### src/rtl/mix_columns_seq.sv
// mix_columns_seq: sequential AES MixColumns / InvMixColumns / bypass engine.
// Transforms a 128-bit state COLS_PER_CYCLE columns per clock.
// Ports:
//   clk, rst                    clock, async active-high reset
//   in_valid/in_ready           input handshake
//   in_state, in_mode, in_bypass  state (byte k = bits [8k:8k+7]), 1=inverse, 1=pass-through
//   out_valid/out_ready         output handshake
//   out_state                   result, held stable while out_valid
//   busy                        high while a state is in flight
module mix_columns_seq #(
    parameter int COLS_PER_CYCLE = 1,
    parameter bit INV_EN         = 1'b1
) (
    input  logic         clk,
    input  logic         rst,
    input  logic         in_valid,
    output logic         in_ready,
    input  logic [0:127] in_state,
    input  logic         in_mode,
    input  logic         in_bypass,
    output logic         out_valid,
    input  logic         out_ready,
    output logic [0:127] out_state,
    output logic         busy
);

    localparam int NCYC = (COLS_PER_CYCLE > 0) ? 4 / COLS_PER_CYCLE : 1;

    if (COLS_PER_CYCLE != 1 && COLS_PER_CYCLE != 2 && COLS_PER_CYCLE != 4) begin : g_bad_cols
        $error("mix_columns_seq: COLS_PER_CYCLE must be 1, 2 or 4");
    end

    typedef enum logic [1:0] {
        S_IDLE,
        S_BUSY,
        S_DONE
    } state_e;

    state_e       state_q, state_d;
    logic [1:0]   cnt_q, cnt_d;
    logic [0:127] data_q, data_d;
    logic [0:127] out_q, out_d;
    logic         mode_q, mode_d;
    logic         byp_q, byp_d;

    function automatic logic [7:0] xt(input logic [7:0] a);
        return {a[6:0], 1'b0} ^ (a[7] ? 8'h1b : 8'h00);
    endfunction

    // Column bytes: bits [31:24] are row 0.
    function automatic logic [31:0] mix_col(input logic [31:0] col, input logic inv);
        logic [7:0] a  [4];
        logic [7:0] x2 [4];
        logic [7:0] x4 [4];
        logic [7:0] x8 [4];
        logic [31:0] r;
        r = '0;
        for (int i = 0; i < 4; i++) begin
            a[i]  = col[31-8*i -: 8];
            x2[i] = xt(a[i]);
            x4[i] = xt(x2[i]);
            x8[i] = xt(x4[i]);
        end
        for (int i = 0; i < 4; i++) begin
            if (inv && INV_EN) begin
                // 0e, 0b, 0d, 09 built from the xtime chain
                r[31-8*i -: 8] = (x8[i] ^ x4[i] ^ x2[i])
                               ^ (x8[(i+1)%4] ^ x2[(i+1)%4] ^ a[(i+1)%4])
                               ^ (x8[(i+2)%4] ^ x4[(i+2)%4] ^ a[(i+2)%4])
                               ^ (x8[(i+3)%4] ^ a[(i+3)%4]);
            end else begin
                r[31-8*i -: 8] = x2[i]
                               ^ (x2[(i+1)%4] ^ a[(i+1)%4])
                               ^ a[(i+2)%4]
                               ^ a[(i+3)%4];
            end
        end
        return r;
    endfunction

    always_ff @(posedge clk or posedge rst) begin
        if (rst) begin
            state_q <= S_IDLE;
            cnt_q   <= '0;
            data_q  <= '0;
            out_q   <= '0;
            mode_q  <= 1'b0;
            byp_q   <= 1'b0;
        end else begin
            state_q <= state_d;
            cnt_q   <= cnt_d;
            data_q  <= data_d;
            out_q   <= out_d;
            mode_q  <= mode_d;
            byp_q   <= byp_d;
        end
    end

    always_comb begin
        state_d = state_q;
        cnt_d   = cnt_q;
        data_d  = data_q;
        out_d   = out_q;
        mode_d  = mode_q;
        byp_d   = byp_q;
        unique case (state_q)
            S_IDLE: begin
                if (in_valid) begin
                    data_d  = in_state;
                    mode_d  = INV_EN ? in_mode : 1'b0;
                    byp_d   = in_bypass;
                    cnt_d   = '0;
                    state_d = S_BUSY;
                end
            end
            S_BUSY: begin
                for (int j = 0; j < COLS_PER_CYCLE; j++) begin
                    out_d[32*(int'(cnt_q)*COLS_PER_CYCLE+j) +: 32] =
                        byp_q ? data_q[32*(int'(cnt_q)*COLS_PER_CYCLE+j) +: 32]
                              : mix_col(data_q[32*(int'(cnt_q)*COLS_PER_CYCLE+j) +: 32], mode_q);
                end
                cnt_d = cnt_q + 2'd1;
                if (cnt_q == 2'(NCYC - 1)) begin
                    state_d = S_DONE;
                end
            end
            S_DONE: begin
                if (out_ready) begin
                    state_d = S_IDLE;
                end
            end
            default: state_d = S_IDLE;
        endcase
    end

    assign in_ready  = (state_q == S_IDLE);
    assign out_valid = (state_q == S_DONE);
    assign busy      = (state_q == S_BUSY) || (state_q == S_DONE);
    assign out_state = out_q;

endmodule

### config.mk
export PLATFORM = sky130hd
export DESIGN_NAME = mix_columns_seq
export DESIGN_NICKNAME = d
export VERILOG_FILES = /design/src/rtl/mix_columns_seq.sv
export SDC_FILE = /design/constraint.sdc
export NUM_CORES = 1
export LEC_CHECK = 0
export BUFFER_PORTS_ARGS = -buffer_cell sky130_fd_sc_hd__buf_2
export CORE_MARGIN = 2
export CORE_UTILIZATION = 56
export DETAILED_ROUTE_END_ITERATION = 10
export GPL_TIMING_DRIVEN = 0
export PLACE_DENSITY = 0.79
export SYNTH_ARGS = -nofsm -noshare
export SYNTH_HDL_FRONTEND = slang
export SYNTH_SLANG_ARGS = --single-unit
### constraint.sdc
create_clock -name clk -period 11.16 [get_ports clk]
set_clock_uncertainty 0.05 [all_clocks]
set_input_delay 1.116 -clock clk [delete_from_list [all_inputs] [get_ports clk]]
set_output_delay 1.116 -clock clk [all_outputs]
set_load 0.02 [all_outputs]
==> out/metrics.cfg <==
[grt]
grt_pass1_vias = 9853
grt_max_degree = 110
grt.total_usage_pct = 28.20
gr-total-overflow = 0
grt_pass1_wl_mm = 56.02
antenna_found_initial = 10

[logic_synthesis]
synth.avg_cell_area_sq_um = 12.94
synth_ff_type = dfrtp_1
mappedNetlistArea_sq_um = 13610
synthesis.nets = 1193
synth_edf_count = 0
synth_cells = 1052
ys_ff_latch = 262
ys_types = 44
postSynth.asyncResetShare_pct = 100.0
yosysSeqAreaShare_pct = 48.16
yosys_warnings = 0

[clock_network]
ctsLongestPathBuffers = 3
holdBufCountCts = 0
clk_pin_slew_worst_paths_ns = 0.07
cts_tree = built
htree_levels = 1
numCtsBuffers = 26
cts_root_buffer = clkbuf_16
clock-sinks = 262
post_cts_buffers = 0
clk_latency_ns = 0.54
cts_resized = 0

[run]
maxCapViolCount = 0

[critical_path]
cp.buffers_inverters = 4
reg2regPathDepth = 12
cp.depth = 12
critical_path.top_delay_family = XOR/XNOR gates
worstPathArrival_ns = 4.73
crit_path_start_kind = register
slowest_delay_ns = 0.62
cp_max_fo = 10
worstPathRequired_ns = 11.50
criticalPathCategory = register to register
end_kind = register
crit_top_cell = buf_4
cp_slowest_cell = a221oi_1
crit_chain = buf_4 > buf_4 > buf_4 > buf_4 > mux4_2 > xnor2_1 > xnor3_1 > xnor2_2 > xnor2_1 > nor3_1 > a221oi_1 > o21ai_1

[floorplan]
start_util_pct = 56.48
die_area_sq_um = 25570
num_rows = 57
dieWidth_um = 159.9
pin_count = 265
coreArea_sq_um = 24110
die_h_um = 159.9

[route]
wl_per_cell_um = 21.21
viasPerCell = 5.649
drtIter0Drc = 756
first_pass_iters = 8
via_count = 9553
drcViolationCount = 0
wl_mm = 35.87
ant_nets = 0

[layout]
n_fill_cell = 1815
drive_above_1_share_pct = 38.24
fin_nets = 1487
syn_to_final_growth_pct = 20.17
design_area_sq_um = 16360

[sta]
fin_crit_ns = 4.391
final-setup-viol-count = 0
finalSetupTns_ns = 0
finalCritPeriodShare_pct = 39.35
max_slew.worst_pin.slew_ns = 1.127
relSlewSlack_pct = 24.85
finalMaxSlewViolations = 0
max_freq_ghz = 0.2277
grt_setup_unrepaired = false
hold_viol_final = 0

[place]
place_area_sq_um = 15400
place_hpwl_mm = 26.91
place_congestion = 0.9177
portBuffers = 264

[status]
outcome = finished, final reports clean

[hold_path]
hp-class = register to register
whs_path_depth = 2

## Yosys cell counts (all sizes together), types with 8 or more instances
master / count / area, sq um
dfrtp: 262 / 6556
inv: 11 / 41.29
clkbuf: 43 / 161.4
xor2: 44 / 452.9
mux4: 32 / 735.7
xnor3: 23 / 518.0
nand2: 103 / 389.1
mux2: 133 / 1501
a22o: 42 / 367.9
xnor2: 143 / 1410
buf: 26 / 193.9
a221o: 8 / 80.08
mux2i: 17 / 170.2
o21ai: 87 / 439.2
a21oi: 17 / 85.08
nor2: 25 / 96.35
## tightest hold or removal path, stage by stage, from the launching register on
cell and delay [ns]:
dfrtp_1 0.34, nand2_1 0.04, o21ai_0 0.06
## layout by cell type, fill, tap and decap left out, types with 23 or more instances in the layout
cell	Yosys	final
xor2_1	38	38
buf_2	5	269
dfrtp_1	262	262
nor2_1	24	24
a22o_1	42	42
xnor2_1	128	128
xnor3_1	23	23
mux4_2	28	28
clkbuf_1	43	46
o21ai_0	68	68
nand2_1	102	102
mux2_2	132	132
clkbuf_16	0	27
## worst paths after layout
| kind | endpoint | slack [ns] | startpoint |
|---|---|---|---|
| max | out_state[2] | 6.77 | cnt_q[1] |
| min | out_state[47] | 0.42 | out_state[47] |
| max reg2reg | out_state[2] | 6.77 | cnt_q[1] |
| min reg2reg | out_state[47] | 0.42 | out_state[47] |
| max in group asynchronous | data_q[95] | 9.53 | rst |
| min in group asynchronous | data_q[45] | 0.60 | rst |
## per-layer routing
metal,track usage [%],wire length [um],up-vias
li1,-,-,4258
met1,37.06,14160,4744
met2,46.01,17130,453
met3,7.403,3324,86
met4,9.541,1191,12
met5,0,75,-
## cell type report
cell class	count	area (sq um)	share of cell area (%)
multi-input combinational	710	6661	40.72
clock inverter	9	155.1	0.9483
antenna	2	5.005	0.03059
timing repair buffer	266	1376	8.412
sequential	262	6556	40.07
buffer	69	355.3	2.172
inverter	11	48.80	0.2983
tap	324	405.4	2.478
clock buffer	38	797.0	4.872
## sequential cells by signal, indices dropped and copies added, names as in the netlist
name / cells
byp_q: 1
cnt_q: 2
data_q: 128
mode_q: 1
out_state: 128
state_q: 2
## through the flow
| step | hold WS (ns) | cells | utilization (%) | worst slack [ns] |
|---|---|---|---|---|
| after global routing | 0.4431 | 1689 | 67.85 | 6.620 |
| after detailed placement | 0.4141 | 1642 | 63.90 | 6.834 |
| after global placement | 0.4061 | 1640 | 63.64 | 0.2065 |
| final | 0.4231 | 1691 | 67.87 | 6.769 |
| after floorplan | 0.4204 | 1052 | - | 2.782 |
| after CTS | 0.4303 | 1689 | 67.85 | 6.807 |
## logic make-up (layout without fill, tap and decap cells)
kind of cell | after synthesis | after routing | synth area share (%)
DFF | 262 | 262 | 48.16
xor gates and xnor gates | 217 | 217 | 18.71
muxes | 182 | 182 | 17.68
AOI/OAI and AO/OA | 161 | 161 | 7.692
and+or+nand+nor | 143 | 143 | 4.200
buffers and inverters | 80 | 393 | 2.913
adders and majority gates | 7 | 7 | 0.6433
other | 0 | 2 | 0
Power is not shown: default switching activity piles up to over one toggle a cycle in this logic, so the estimate is an artifact.
